==> config.mk <==
export PLATFORM = sky130hd
export DESIGN_NAME = bus_arbiter_flat
export DESIGN_NICKNAME = d
export VERILOG_FILES = /design/src/rtl/bus_arbiter_pkg.sv /design/src/rtl/bus_arbiter_if.sv /design/src/rtl/bus_arbiter_rr_pick.sv /design/src/rtl/bus_arbiter.sv /design/src/flat_wrapper.sv
export SDC_FILE = /design/constraint.sdc
export NUM_CORES = 1
export LEC_CHECK = 0
export BUFFER_PORTS_ARGS = -buffer_cell sky130_fd_sc_hd__buf_2
export CAP_MARGIN = 20
export CORE_AREA = 2 2 121 111
export CTS_CLUSTER_DIAMETER = 120
export CTS_CLUSTER_SIZE = 14
export DETAILED_ROUTE_END_ITERATION = 7
export DIE_AREA = 0 0 123 113
export MAX_ROUTING_LAYER = met4
export SETUP_SLACK_MARGIN = 0.2
export SLEW_MARGIN = 10
export SYNTH_ARGS = -nofsm -noshare
export SYNTH_HDL_FRONTEND = slang
export SYNTH_SLANG_ARGS = --single-unit
==> constraint.sdc <==
create_clock -name clk -period 5.9 [get_ports clk]
set_input_delay 1.475 -clock clk [delete_from_list [all_inputs] [get_ports clk]]
set_output_delay 1.475 -clock clk [all_outputs]
set_load 0.03 [all_outputs]
==> src/rtl/bus_arbiter_pkg.sv <==
// s1c88 external bus types: CPU/memory bus commands and arbiter ownership states.
package s1c88_bus_pkg;

   typedef enum logic [1:0] {
      IDLE      = 2'd0,
      IRQ_READ  = 2'd1,
      MEM_WRITE = 2'd2,
      MEM_READ  = 2'd3
   } bus_command_t;

   typedef enum logic [1:0] {
      OWN_CPU = 2'd0,
      OWN_REQ = 2'd1,
      TURN    = 2'd2
   } arb_state_t;

   localparam int ADDR_W = 24;
   localparam int DATA_W = 8;

endpackage

==> src/rtl/bus_arbiter_if.sv <==
// Bus bundle between CPU, secondary masters, memory and the arbiter.
// req_lock exists only when BUS_ARB_LOCK_EN is defined.
interface bus_arbiter_if #(
   parameter int NUM_REQ = 2
);
   import s1c88_bus_pkg::*;

   bus_command_t             cpu_bus_status;
   logic [ADDR_W-1:0]        cpu_address;
   logic [DATA_W-1:0]        cpu_data_out;
   logic                     cpu_hold;
   logic [NUM_REQ-1:0]       req_valid;
   logic [NUM_REQ-1:0]       req_we;
   logic [ADDR_W*NUM_REQ-1:0] req_address;
   logic [DATA_W*NUM_REQ-1:0] req_wdata;
   logic [NUM_REQ-1:0]       req_ack;
   logic [DATA_W-1:0]        req_rdata;
   bus_command_t             mem_bus_status;
   logic [ADDR_W-1:0]        mem_address;
   logic [DATA_W-1:0]        mem_wdata;
   logic [DATA_W-1:0]        mem_rdata;
`ifdef BUS_ARB_LOCK_EN
   logic [NUM_REQ-1:0]       req_lock;
`endif

   modport master (
      output cpu_bus_status, cpu_address, cpu_data_out,
      output req_valid, req_we, req_address, req_wdata,
      output mem_rdata,
`ifdef BUS_ARB_LOCK_EN
      output req_lock,
`endif
      input  cpu_hold, req_ack, req_rdata,
      input  mem_bus_status, mem_address, mem_wdata
   );

   modport slave (
      input  cpu_bus_status, cpu_address, cpu_data_out,
      input  req_valid, req_we, req_address, req_wdata,
      input  mem_rdata,
`ifdef BUS_ARB_LOCK_EN
      input  req_lock,
`endif
      output cpu_hold, req_ack, req_rdata,
      output mem_bus_status, mem_address, mem_wdata
   );

endinterface

==> src/rtl/bus_arbiter_rr_pick.sv <==
// Round-robin picker: lowest requesting index at or above ptr, wrapping.
module rr_pick #(
   parameter int N     = 2,
   parameter int PTR_W = 1
) (
   input  logic [N-1:0]     req,
   input  logic [PTR_W-1:0] ptr,
   output logic [N-1:0]     grant,
   output logic             any
);

   logic found;

   always_comb begin
      grant = '0;
      found = 1'b0;
      for (int j = 0; j < N; j++) begin
         if (!found && req[j] && j >= int'(ptr)) begin
            grant[j] = 1'b1;
            found    = 1'b1;
         end
      end
      for (int j = 0; j < N; j++) begin
         if (!found && req[j]) begin
            grant[j] = 1'b1;
            found    = 1'b1;
         end
      end
   end

   assign any = |req;

endmodule

==> src/rtl/bus_arbiter.sv <==
// s1c88 bus arbiter: CPU default owner, round-robin secondaries, 2-clk bus cycle.
// Define BUS_ARB_LOCK_EN to add req_lock (owner keeps the bus while locked).
module bus_arbiter
   import s1c88_bus_pkg::*;
#(
   parameter int NUM_REQ  = 2,
   parameter int MAX_WAIT = 8
) (
   input logic         clk,
   input logic         reset,
   bus_arbiter_if.slave bus
);

   localparam int PTR_W  = (NUM_REQ > 1) ? $clog2(NUM_REQ) : 1;
   localparam int WAIT_W = $clog2(MAX_WAIT + 1);

   logic                ph;
   arb_state_t          state;
   logic                to_cpu;
   logic [PTR_W-1:0]    owner;
   logic [PTR_W-1:0]    ptr;
   logic [WAIT_W-1:0]   wait_cnt;
   logic [WAIT_W-1:0]   wait_inc;
   logic [NUM_REQ-1:0]  win_oh;
   logic [NUM_REQ-1:0]  own_oh;
   logic [PTR_W-1:0]    win_idx;
   logic                any_req;
   logic                cpu_idle;
   logic                starved;
   logic [ADDR_W-1:0]   win_addr;
   logic [ADDR_W-1:0]   own_addr;
   logic [DATA_W-1:0]   win_wd;
   logic [DATA_W-1:0]   own_wd;
   logic                win_we;
   logic                own_we;
`ifdef BUS_ARB_LOCK_EN
   logic                own_locked;
`endif

   function automatic logic [PTR_W-1:0] next_ptr(
      input logic [PTR_W-1:0] i
   );
      return (int'(i) == NUM_REQ - 1) ? '0 : i + 1'b1;
   endfunction

   rr_pick #(
      .N     (NUM_REQ),
      .PTR_W (PTR_W)
   ) u_pick (
      .req   (bus.req_valid),
      .ptr   (ptr),
      .grant (win_oh),
      .any   (any_req)
   );

   assign cpu_idle = (bus.cpu_bus_status == IDLE);
   assign starved  = (wait_cnt == WAIT_W'(MAX_WAIT));
   assign wait_inc = starved ? wait_cnt : wait_cnt + 1'b1;

   // Field muxes for the fresh rr winner and for the latched owner.
   always_comb begin
      win_idx  = '0;
      win_addr = '0;
      win_wd   = '0;
      win_we   = 1'b0;
      own_oh   = '0;
      own_addr = '0;
      own_wd   = '0;
      own_we   = 1'b0;
`ifdef BUS_ARB_LOCK_EN
      own_locked = 1'b0;
`endif
      for (int j = 0; j < NUM_REQ; j++) begin
         if (win_oh[j]) begin
            win_idx  = PTR_W'(j);
            win_addr = bus.req_address[ADDR_W*j +: ADDR_W];
            win_wd   = bus.req_wdata[DATA_W*j +: DATA_W];
            win_we   = bus.req_we[j];
         end
         if (j == int'(owner)) begin
            own_oh[j] = 1'b1;
            own_addr  = bus.req_address[ADDR_W*j +: ADDR_W];
            own_wd    = bus.req_wdata[DATA_W*j +: DATA_W];
            own_we    = bus.req_we[j];
`ifdef BUS_ARB_LOCK_EN
            own_locked = bus.req_valid[j] & bus.req_lock[j];
`endif
         end
      end
   end

   always_ff @(posedge clk or posedge reset) begin
      if (reset) begin
         ph                 <= 1'b0;
         state              <= OWN_CPU;
         to_cpu             <= 1'b0;
         owner              <= '0;
         ptr                <= '0;
         wait_cnt           <= '0;
         bus.mem_bus_status <= IDLE;
         bus.mem_address    <= '0;
         bus.mem_wdata      <= '0;
         bus.cpu_hold       <= 1'b0;
         bus.req_ack        <= '0;
         bus.req_rdata      <= '0;
      end else begin
         ph <= ~ph;
         if (ph) begin
            if (state == OWN_REQ) begin
               bus.req_ack <= own_oh;
               if (bus.mem_bus_status == MEM_READ)
                  bus.req_rdata <= bus.mem_rdata;
            end
         end else begin
            bus.req_ack <= '0;
            unique case (state)
               OWN_CPU: begin
                  if (any_req && (cpu_idle || starved)) begin
                     state              <= TURN;
                     to_cpu             <= 1'b0;
                     owner              <= win_idx;
                     bus.mem_bus_status <= IDLE;
                     bus.cpu_hold       <= 1'b1;
                  end else begin
                     bus.mem_bus_status <= bus.cpu_bus_status;
                     bus.mem_address    <= bus.cpu_address;
                     bus.mem_wdata      <= bus.cpu_data_out;
                     bus.cpu_hold       <= 1'b0;
                     wait_cnt <= any_req ? wait_inc : '0;
                  end
               end
               TURN: begin
                  if (to_cpu) begin
                     state              <= OWN_CPU;
                     bus.mem_bus_status <= bus.cpu_bus_status;
                     bus.mem_address    <= bus.cpu_address;
                     bus.mem_wdata      <= bus.cpu_data_out;
                     bus.cpu_hold       <= 1'b0;
                     wait_cnt <= any_req ? wait_inc : '0;
                  end else begin
                     state              <= OWN_REQ;
                     bus.mem_bus_status <= own_we ? MEM_WRITE : MEM_READ;
                     bus.mem_address    <= own_addr;
                     bus.mem_wdata      <= own_wd;
                     bus.cpu_hold       <= 1'b1;
                     wait_cnt           <= '0;
                     ptr                <= next_ptr(owner);
                  end
               end
               OWN_REQ: begin
`ifdef BUS_ARB_LOCK_EN
                  if (own_locked) begin
                     bus.mem_bus_status <= own_we ? MEM_WRITE : MEM_READ;
                     bus.mem_address    <= own_addr;
                     bus.mem_wdata      <= own_wd;
                     bus.cpu_hold       <= 1'b1;
                     wait_cnt           <= '0;
                  end else
`endif
                  if (any_req && cpu_idle) begin
                     owner              <= win_idx;
                     bus.mem_bus_status <= win_we ? MEM_WRITE : MEM_READ;
                     bus.mem_address    <= win_addr;
                     bus.mem_wdata      <= win_wd;
                     bus.cpu_hold       <= 1'b1;
                     wait_cnt           <= '0;
                     ptr                <= next_ptr(win_idx);
                  end else begin
                     state              <= TURN;
                     to_cpu             <= 1'b1;
                     bus.mem_bus_status <= IDLE;
                     bus.cpu_hold       <= 1'b1;
                  end
               end
               default: state <= OWN_CPU;
            endcase
         end
      end
   end

endmodule
==> src/flat_wrapper.sv <==
// flat-port wrapper written by rule: the top's interface ports become plain ports
module bus_arbiter_flat import s1c88_bus_pkg::*;
#(
   parameter int NUM_REQ  = 2,
   parameter int MAX_WAIT = 8
)
  (clk, reset, bus_cpu_bus_status, bus_cpu_address, bus_cpu_data_out, bus_req_valid, bus_req_we, bus_req_address, bus_req_wdata, bus_mem_rdata, bus_cpu_hold, bus_req_ack, bus_req_rdata, bus_mem_bus_status, bus_mem_address, bus_mem_wdata);
  bus_arbiter_if #(.NUM_REQ(NUM_REQ)) bus_i ();
  input logic clk;
  input logic reset;
  input wire logic [$bits(bus_i.cpu_bus_status)-1:0] bus_cpu_bus_status;
  input wire logic [$bits(bus_i.cpu_address)-1:0] bus_cpu_address;
  input wire logic [$bits(bus_i.cpu_data_out)-1:0] bus_cpu_data_out;
  input wire logic [$bits(bus_i.req_valid)-1:0] bus_req_valid;
  input wire logic [$bits(bus_i.req_we)-1:0] bus_req_we;
  input wire logic [$bits(bus_i.req_address)-1:0] bus_req_address;
  input wire logic [$bits(bus_i.req_wdata)-1:0] bus_req_wdata;
  input wire logic [$bits(bus_i.mem_rdata)-1:0] bus_mem_rdata;
  output wire logic [$bits(bus_i.cpu_hold)-1:0] bus_cpu_hold;
  output wire logic [$bits(bus_i.req_ack)-1:0] bus_req_ack;
  output wire logic [$bits(bus_i.req_rdata)-1:0] bus_req_rdata;
  output wire logic [$bits(bus_i.mem_bus_status)-1:0] bus_mem_bus_status;
  output wire logic [$bits(bus_i.mem_address)-1:0] bus_mem_address;
  output wire logic [$bits(bus_i.mem_wdata)-1:0] bus_mem_wdata;
  assign bus_i.cpu_bus_status = bus_cpu_bus_status;
  assign bus_i.cpu_address = bus_cpu_address;
  assign bus_i.cpu_data_out = bus_cpu_data_out;
  assign bus_i.req_valid = bus_req_valid;
  assign bus_i.req_we = bus_req_we;
  assign bus_i.req_address = bus_req_address;
  assign bus_i.req_wdata = bus_req_wdata;
  assign bus_i.mem_rdata = bus_mem_rdata;
  assign bus_cpu_hold = bus_i.cpu_hold;
  assign bus_req_ack = bus_i.req_ack;
  assign bus_req_rdata = bus_i.req_rdata;
  assign bus_mem_bus_status = bus_i.mem_bus_status;
  assign bus_mem_address = bus_i.mem_address;
  assign bus_mem_wdata = bus_i.mem_wdata;
  bus_arbiter #(.NUM_REQ(NUM_REQ), .MAX_WAIT(MAX_WAIT)) u_core (.clk(clk), .reset(reset), .bus(bus_i));
endmodule
==> results of run 1 <==
==> metrics by stage <==
stage | hold WS [ps] | cells | util [%] | power [mW]
after detailed placement | 465 | 673 | 36.5 | 1.99
after CTS | 480 | 681 | 37.9 | 2.34
after floorplan | 484 | 396 | - | 1.60
final | 483 | 682 | 38.1 | 2.34
after global placement | 463 | 672 | 36.4 | 1.96
after global routing | 512 | 682 | 38.1 | 2.50
==> sequential cells by signal, summed over array words and instances, names as in the netlist <==
register / cells
u_core.bus.cpu_hold: 1
u_core.wait_cnt: 4
u_core.bus.req_ack: 2
u_core.ph: 1
u_core.bus.mem_wdata: 8
u_core.to_cpu: 1
u_core.bus.mem_bus_status: 2
u_core.bus.req_rdata: 8
u_core.ptr: 1
u_core.state: 2
u_core.owner: 1
u_core.bus.mem_address: 24
==> cell type report <==
class / instances / share of cell area, %
inverters: 9 / 0.705
multi-input cells: 283 / 44.7
clock buffers: 6 / 2.90
repair buffers: 163 / 18.0
clock inverters: 2 / 0.731
well taps: 164 / 4.28
flip-flops and latches: 55 / 28.7
==> how the worst max path moves through the flow <==
| stage | start | to | cells past startpoint |
|---|---|---|---|
| 2_1_floorplan | bus_cpu_bus_status[1] | u_core.bus.mem_address[0]$_DFFE_PP0P_ | 7 |
| 3_3_place_gp | bus_req_valid[1] | u_core.bus.mem_address[8]$_DFFE_PP0P_ | 5 |
| 3_5_place_dp | bus_req_valid[1] | u_core.wait_cnt[1]$_DFFE_PP0P_ | 6 |
| 4_1_cts | bus_req_valid[1] | u_core.wait_cnt[1]$_DFFE_PP0P_ | 6 |
| 5_1_grt | bus_req_valid[1] | u_core.wait_cnt[1]$_DFFE_PP0P_ | 6 |
| 6_report | bus_req_valid[1] | u_core.wait_cnt[1]$_DFFE_PP0P_ | 6 |
==> per-layer routing <==
metal | vias to the layer above | track usage (%)
met1 | 1868 | 25.5
li1 | 1824 | -
met5 | - | -
met3 | 12 | 3.28
met2 | 167 | 27.3
met4 | 0 | 3.71
==> power groups by stage <==
stage	registers [mW]	logic, mW	clock network [mW]
2_1_floorplan	0.893	0.710	0
3_3_place_gp	0.702	1.26	0
3_5_place_dp	0.701	1.29	0
4_1_cts	0.698	1.29	0.353
5_1_grt	0.721	1.41	0.371
6_report	0.700	1.29	0.346
==> logic make-up (layout without fill, tap and decap cells) <==
logic type | Yosys count | after routing | synth area share [%]
AO/OA/AOI/OAI | 130 | 130 | 28.0
adder cells (fa/ha/maj) | 7 | 7 | 2.34
buffers and inverters | 58 | 180 | 6.82
flip-flops | 55 | 55 | 36.8
multiplexers | 46 | 46 | 12.6
AND/OR/NAND/NOR | 100 | 100 | 13.5
==> cells in the final DEF (no fill, tap or decap), types with 2 or more instances in the layout <==
cell	instances
a21o_1	2
inv_1	7
a32oi_1	33
nand3b_1	2
o41ai_1	6
a21oi_1	4
o22ai_1	32
nor4_1	32
nor2_1	13
clkbuf_16	5
o21ai_0	6
ha_1	7
nor3_1	4
nor2b_1	3
mux2_2	9
buf_2	156
nand2b_1	2
dfrtp_1	54
a221o_1	33
mux2i_1	37
buf_4	5
nand2_1	38
==> metrics.txt, run 1 <==
status=complete, no violations; Setup crit end kind=flip-flop; Yosys cell types=42; Crit Reg-Reg Startpoint=u_core.state[1]$_DFFE_PP0P_; design area=0.00479 mm²; Final setup viols=0; Initial Utilization=29.7%; unrepaired setup endpoints after global routing=false; placed inst area=0.00459 mm²; PwrDens=488 mW/mm²; crit path DAT=4430 ps; Worst slew margin=26.8%; Diodes inserted=0; reg2reg setup slack=3040 ps; final worst path period need=4210 ps; PortBufs=156; share of layout cells above drive strength 1=36.3%; Sw Ratio=47.6%; P_int=1.22 mW; slew of the pin with the lowest slew margin=1100 ps; Storage cell area=0.00138 mm²; vias in the first global route=3814; synth warn=0; RR Endpoint=u_core.state[1]$_DFFE_PP0P_; Area Growth Syn to Fin=28.0%; Pre-Repair DR Iteration Count=4; Slew Viols, Final=0; multi-input logic area=0.00214 mm²; largest net degree at the start of global routing=56; clk slew on worst S/H paths=70 ps; Worst VDD drop=0.190 mV; Yosys top cell area share=36.8%; Tot GR Track Use=18.1%; Vias/cell=5.68; WL met2=5400 µm; grt total ovfl=0; HPWL Detailed=8750 µm; H-tree depth=2; setup slack after layout=1690 ps; asr flop ratio synth=100%; Slowest-stage cell, CP=o21a_2; Vias=3871; critical path fanouts, max=39; post-synthesis sequential area ratio=36.8%; die area=0.0139 mm²; CTS Hold Bufs=0; routed len/inst=18.1 µm; Hold WC Path Type=reg -> reg; # resized after CTS=0; Post-synth EDFFs=0; WHS Path Cells=1; P_leak=2.21 nW; antenna viol nets, final=0; first-pass GRT wire length=19400 µm; Net Sw Power=1.11 mW; Post-Place Setup Slack=1450 ps; setup TNS=0 ps; initial antenna violation count=0; num ports=157; DR WL met3=1050 µm; Fin Clk Skew=6.51 ps; post-synthesis cell count=396; most common cell in the netlist=dfrtp_1; Cell Rows=39; Hold Path End=u_core.bus.cpu_hold$_DFFE_PP0P_; hold path start=u_core.bus.cpu_hold$_DFFE_PP0P_; clk sinks=55; Synth top cells by count=dfrtp_1, nand2_1, mux2i_1; crit path kind=in -> reg; # DRC=0; crit-path cells=buf_2, nor2_1, o21a_2, or3_1, buf_8, mux2i_1; cell taking the most area after synthesis=dfrtp_1; worst reg2reg path depth=7; WL final=12400 µm; max layer used=met4; syn_area_per_cell=9.46 µm²; Setup Fix Bufs, Post-CTS=0; critical path launch point type=input port; crit path buf inv count=2; layout filler cell count=1290; total CTS buffers=5; Max clock buf depth=2; Seq pwr share=29.9%; number of synthesized register bits=55; Synth area leaders=dfrtp_1, mux2i_1, a221o_1, a32oi_1, nor4_1; core area=0.0126 mm²; post-synthesis cell area=0.00374 mm²; Metal-1 WL=5790 µm; clock share of power=14.8%; Req. time, crit path=6120 ps; DIE HEIGHT=113 µm; combinational share of power=55.3%; Max Cap Violations=0; net count after synthesis=515; CP max stage delay=810 ps; worst skew pair latency=290 ps; initial detailed-routing violation count=300; crit-path leading delay family=simple AND/OR/NAND/NOR gates; CTS root buf=clkbuf_16; Final Wtd Congestion=0.811; CTS tree=built; Top FF cell, synth=dfrtp_1; Hold Fails Final Rpt=0; Final period util=71.4%; Achievable Freq=238 MHz; Die X-Extent=123 µm; NumNets Final=636
Power figures use the tool's default switching activity.
==> inputs of run 2 (changes only) <==
Clock period 5.9 ns to 4.2 ns, I/O delays scaled along.
==> metrics.txt, run 2 (synthesis gave the netlist of run 1 again) <==
Die X-Extent=123 µm (unchanged); reg2reg setup slack=1360 ps (-1680 ps); hold path start=u_core.bus.cpu_hold$_DFFE_PP0P_; Vias/cell=5.78 (+1.9%); Slew Viols, Final=0 (unchanged); Max Cap Violations=0 (unchanged); RR Endpoint=u_core.wait_cnt[3]$_DFFE_PP0P_; vias in the first global route=3782 (-0.84%); critical path launch point type=input port; total CTS buffers=5 (unchanged); Final period util=69.8%; WHS Path Cells=1 (unchanged); grt total ovfl=0 (unchanged); max reg flops=24 (unchanged); Pre-Repair DR Iteration Count=5 (+1); P_leak=2.21 nW (about the same); Tot GR Track Use=17.8% (-0.27 points); share of layout cells above drive strength 1=36.8% (+0.49 points); HPWL Detailed=8920 µm (+2.0%); Cell Rows=39 (unchanged); Regs by FF count=u_core.bus.mem_address: 24 flops, u_core.bus.mem_wdata: 8 flops, u_core.bus.req_rdata: 8 flops; Max clock buf depth=2 (unchanged); worst reg2reg path depth=5 (-2); H-tree depth=2 (unchanged); Vias=3968 (+2.5%); Worst Setup SP=bus_cpu_bus_status[1]; Setup Fix Bufs, Post-CTS=0 (unchanged); initial antenna violation count=0 (unchanged); CTS tree=built; # resized after CTS=0 (unchanged); NumNets Final=640 (+0.63%); crit path DAT=3080 ps (-1350 ps); Fin Clk Skew=5.14 ps (-1.37 ps); crit path kind=in -> reg; Hold Fails Final Rpt=0 (unchanged); setup slack after layout=1270 ps (-423 ps); largest net degree at the start of global routing=44 (-21%); status=complete, no violations; CTS root buf=clkbuf_16; WL final=12500 µm (+1.0%); Post-Place Setup Slack=1080 ps (-373 ps); Final setup viols=0 (unchanged); Diodes inserted=0 (unchanged); CTS Hold Bufs=0 (unchanged); clk slew on worst S/H paths=70 ps (about the same); final worst path period need=2930 ps; worst skew pair latency=290 ps (about the same); Setup crit end kind=flip-flop; Util after Layout=38.0% (-0.12 points); Area Growth Syn to Fin=27.6%; largest reg by FF count=u_core.bus.mem_address; initial detailed-routing violation count=310 (+3.3%); most common cell after layout, fill and taps aside=buf_2; Hold Path End=u_core.bus.cpu_hold$_DFFE_PP0P_; Crit Reg-Reg Startpoint=u_core.state[0]$_DFFE_PP0P_; die area=0.0139 mm² (unchanged); antenna viol nets, final=0 (unchanged); Worst VDD drop=0.246 mV (+29%); DIE HEIGHT=113 µm (unchanged); PwrDens=675 mW/mm² (+38%); num ports=157 (unchanged); Final Wtd Congestion=0.861 (+6.2%); setup TNS=0 ps (unchanged); Worst slew margin=25.1% (-1.8 points); clk sinks=55 (unchanged); PortBufs=156 (unchanged); slew of the pin with the lowest slew margin=1120 ps (+26.7 ps); Hold WC Path Type=reg -> reg; layout filler cell count=1297 (+0.54%); Achievable Freq=341 MHz; critical path fanouts, max=24 (-38%); highest-count cells in the layout ignoring fill and taps=buf_2, dfrtp_1, nand2_1; unrepaired setup endpoints after global routing=false; Req. time, crit path=4350 ps (-1770 ps); routed len/inst=18.2 µm (+0.41%); core area=0.0126 mm² (unchanged); # DRC=0 (unchanged); Initial Utilization=29.7% (unchanged); first-pass GRT wire length=19300 µm (-0.46%)
[run 2: cell count changes in the layout (fill, tap and decap cells not counted), sizes merged]
cell / delta
buf: +4
bufinv: -1
clkbuf: -1
clkinv: +1
inv: +1
[run 2: final cells by class]
cell class	count	area [µm²]	area share, %
clock buffer	5	125	2.62
clock inverter	3	18.8	0.393
inverter	9	33.8	0.707
multi-input combinational	283	2140	44.8
sequential	55	1380	28.8
tap	164	205	4.29
timing repair buffer	167	876	18.3
[run 2: report_power, final]
part / leakage, nW / switching, mW / internal (mW)
Clock: 0.0740 / 0.196 / 0.222
Sequential: 0.686 / 0.242 / 0.747
Combinational: 1.45 / 1.15 / 0.670
Total: 2.21 / 1.59 / 1.64
[run 2: metrics by stage]
step	power, mW	hold slack, ps	std cells	instance area (µm²)
after floorplan	2.25	484	396	3740
after global placement	2.79	461	678	4630
after detailed placement	2.81	464	678	4630
after CTS	3.24	480	686	4780
after global routing	3.43	495	686	4780
final	3.23	476	686	4780
[run 2: critical path: stages]
cell and delay [ps]:
buf_2 110, or2_1 310, o21a_2 350, or3_1 570
buf_12 250, o41ai_1 430
[run 2: how the worst max path moves through the flow]
stage / end / slack [ps]
2_1_floorplan: u_core.bus.mem_address[0]$_DFFE_PP0P_ / 1580
3_3_place_gp: u_core.bus.mem_wdata[7]$_DFFE_PP0P_ / 1140
3_5_place_dp: u_core.bus.mem_address[13]$_DFFE_PP0P_ / 1080
4_1_cts: u_core.wait_cnt[3]$_DFFE_PP0P_ / 1280
5_1_grt: u_core.wait_cnt[3]$_DFFE_PP0P_ / 1200
6_report: u_core.wait_cnt[3]$_DFFE_PP0P_ / 1270
[run 2: per-layer routing]
metal	routed length [µm]	global-route usage (%)	vias to the layer above
met5	0	-	-
li1	-	-	1837
met3	1160	3.13	26
met2	5460	27.3	227
met1	5650	24.5	1878
met4	231	4.32	0
==> inputs of run 3 (changes only) <==
Settings changed: ABC_AREA set to 1, CORE_AREA 2 2 121 111 to 2 2 129 118, DIE_AREA 0 0 123 113 to 0 0 131 120.
Clock period 4.2 ns to 2.6 ns, I/O delays scaled along.
==> metrics.txt, run 3 <==
status=complete, no violations; Setup crit end kind=flip-flop; Initial Utilization=29.4% (-0.36 points); total CTS buffers=5 (unchanged); Min Hold Slack=415 ps (-61.3 ps); max reg flops=24 (unchanged); grt total ovfl=0 (unchanged); Vias/cell=4.54 (-21%); Fin Clk Skew=6.87 ps (+1.74 ps); setup TNS=0 ps (unchanged); CTS tree=built; Pre-Repair DR Iteration Count=5 (unchanged); Area Growth Syn to Fin=26.4%; Synth top cells by count=nand2_1, nor2_1, nand3_1; syn_area_per_cell=6.23 µm² (-34%); Util after Layout=37.2% (-0.80 points); clk slew on worst S/H paths=70 ps (about the same); Req. time, crit path=2800 ps (-1550 ps); crit path DAT=2280 ps (-800 ps); post-synthesis sequential area ratio=32.4% (-4.3 points); crit-path leading delay family=simple AND/OR/NAND/NOR gates; Hold WC Path Type=in -> async; most common cell after layout, fill and taps aside=nand2_1; CP max stage delay=430 ps (-140 ps); unrepaired setup endpoints after global routing=false; DIE HEIGHT=120 µm (+6.2%); Achievable Freq=480 MHz; cell taking the most area after synthesis=dfrtp_1; Post-synth EDFFs=0 (unchanged); largest reg by FF count=u_core.bus.mem_address; Slowest-stage cell, CP=dfrtp_1; Worst slew margin=58.9% (+34 points); critical path fanouts, max=37 (+54%); num ports=157 (unchanged); first-pass GRT wire length=22500 µm (+17%); layout filler cell count=1613 (+24%); post-synthesis cell count=682 (+72%); WL final=14200 µm (+14%); H-tree depth=2 (unchanged); Tot GR Track Use=18.9% (+1.0 points); crit path buf inv count=2 (unchanged); Final Wtd Congestion=0.873 (+1.3%); slew of the pin with the lowest slew margin=615 ps (-509 ps); Yosys cell types=24 (-43%); HPWL Detailed=10200 µm (+14%); die area=0.0157 mm² (+13%); Final setup viols=0 (unchanged); critical path launch point type=flip-flop; CTS root buf=clkbuf_16; Post-Place Setup Slack=409 ps (-666 ps); NumNets Final=939 (+47%); net count after synthesis=801 (+56%); synth warn=0 (unchanged); vias in the first global route=4442 (+17%); post-synthesis cell area=0.00425 mm² (+13%); Worst VDD drop=0.383 mV (+56%); share of layout cells above drive strength 1=26.9% (-9.9 points); highest-count cells in the layout ignoring fill and taps=nand2_1, nor2_1, buf_2; PortBufs=156 (unchanged); Top FF cell, synth=dfrtp_1; initial detailed-routing violation count=224 (-28%); Storage cell area=0.00138 mm² (about the same); routed len/inst=13.9 µm (-24%); # resized after CTS=0 (unchanged); Slew Viols, Final=0 (unchanged); P_leak=3.02 nW (+37%); antenna viol nets, final=0 (unchanged); multi-input logic area=0.00244 mm² (+14%); clk sinks=55 (unchanged); Vias=4635 (+17%); Final period util=80.2%; # DRC=0 (unchanged); Yosys top cell area share=32.4% (-4.3 points); Hold Fails Final Rpt=0 (unchanged); Max Cap Violations=0 (unchanged); setup slack after layout=515 ps (-752 ps); PwrDens=1050 mW/mm² (+55%); Regs by FF count=u_core.bus.mem_address: 24 flops, u_core.bus.mem_wdata: 8 flops, u_core.bus.req_rdata: 8 flops; Synth area leaders=dfrtp_1, nand2_1, nor2_1, nand3_1, o21ai_0; CTS Hold Bufs=0 (unchanged); core area=0.0145 mm² (+15%); Max clock buf depth=2 (unchanged); number of synthesized register bits=55 (unchanged); Die X-Extent=131 µm (+6.5%); Cell Rows=42 (+7.7%); asr flop ratio synth=100% (unchanged); crit-path cells=ha_1, or2_0, a21oi_4, nand2_4, inv_6, o21ai_0, nand2_1, inv_1; final worst path period need=2080 ps; Setup Fix Bufs, Post-CTS=0 (unchanged); crit path kind=reg -> reg; most common cell in the netlist=nand2_1; largest net degree at the start of global routing=38 (-14%); worst skew pair latency=300 ps (about the same); initial antenna violation count=1 (+1)
## run 3: through the flow
step                      power [mW]  std cells  area (µm²)
after floorplan                 3.86        682        4250
after global placement          4.89       1011        5210
after detailed placement        4.92       1011        5210
after CTS                       5.68       1019        5370
after global routing            6.11       1020        5370
final                           5.61       1020        5370
## run 3: worst paths after layout
path	start	endpoint	slack (ps)	cells after the start
worst max-delay path	u_core.state[0]$_DFFE_PP0P_	u_core.wait_cnt[2]$_DFFE_PP0P_	520	8
worst min-delay path	reset	u_core.bus.mem_wdata[2]$_DFFE_PP0P_	410	2
max in group asynchronous	reset	u_core.state[1]$_DFFE_PP0P_	1590	3
worst max register to register	u_core.state[0]$_DFFE_PP0P_	u_core.wait_cnt[2]$_DFFE_PP0P_	520	8
min in group clk	u_core.bus.cpu_hold$_DFFE_PP0P_	u_core.bus.cpu_hold$_DFFE_PP0P_	500	2
worst min register to register	u_core.bus.cpu_hold$_DFFE_PP0P_	u_core.bus.cpu_hold$_DFFE_PP0P_	500	2
## run 3: power by group
| group | switching [mW] | internal [mW] | leakage, nW |
|---|---|---|---|
| Clock | 0.327 | 0.412 | 0.0772 |
| Combinational | 2.39 | 1.01 | 2.26 |
| Sequential | 0.229 | 1.24 | 0.679 |
## run 3: metal layers
| metal | routed length (µm) | part of all wire (%) | vias up | track usage, % |
|---|---|---|---|---|
| met5 | 0 | 0 | - | - |
| met4 | 269 | 1.9 | 0 | 5.19 |
| met3 | 710 | 5.0 | 18 | 2.59 |
| met2 | 6470 | 46 | 148 | 30.2 |
| met1 | 6750 | 48 | 2059 | 25.0 |
| li1 | - | - | 2410 | - |
## run 3: kinds of logic after synthesis
logic type / count (synthesis) / share of synthesized area (%)
and+or+nand+nor: 427 / 40.5
buffers and inverters: 100 / 10.1
AOI/OAI and AO/OA: 84 / 12.5
DFF: 55 / 32.4
muxes: 8 / 2.12
adders and majority gates: 7 / 2.06
xor gates and xnor gates: 1 / 0.206
## run 3: area by class of cell
class / count / area share, %
diodes: 1 / 0.0466
multi-input cells: 527 / 45.5
flip-flops and latches: 55 / 25.6
inverters: 58 / 4.15
clock buffers: 8 / 2.91
repair buffers: 173 / 17.2
well taps: 198 / 4.61
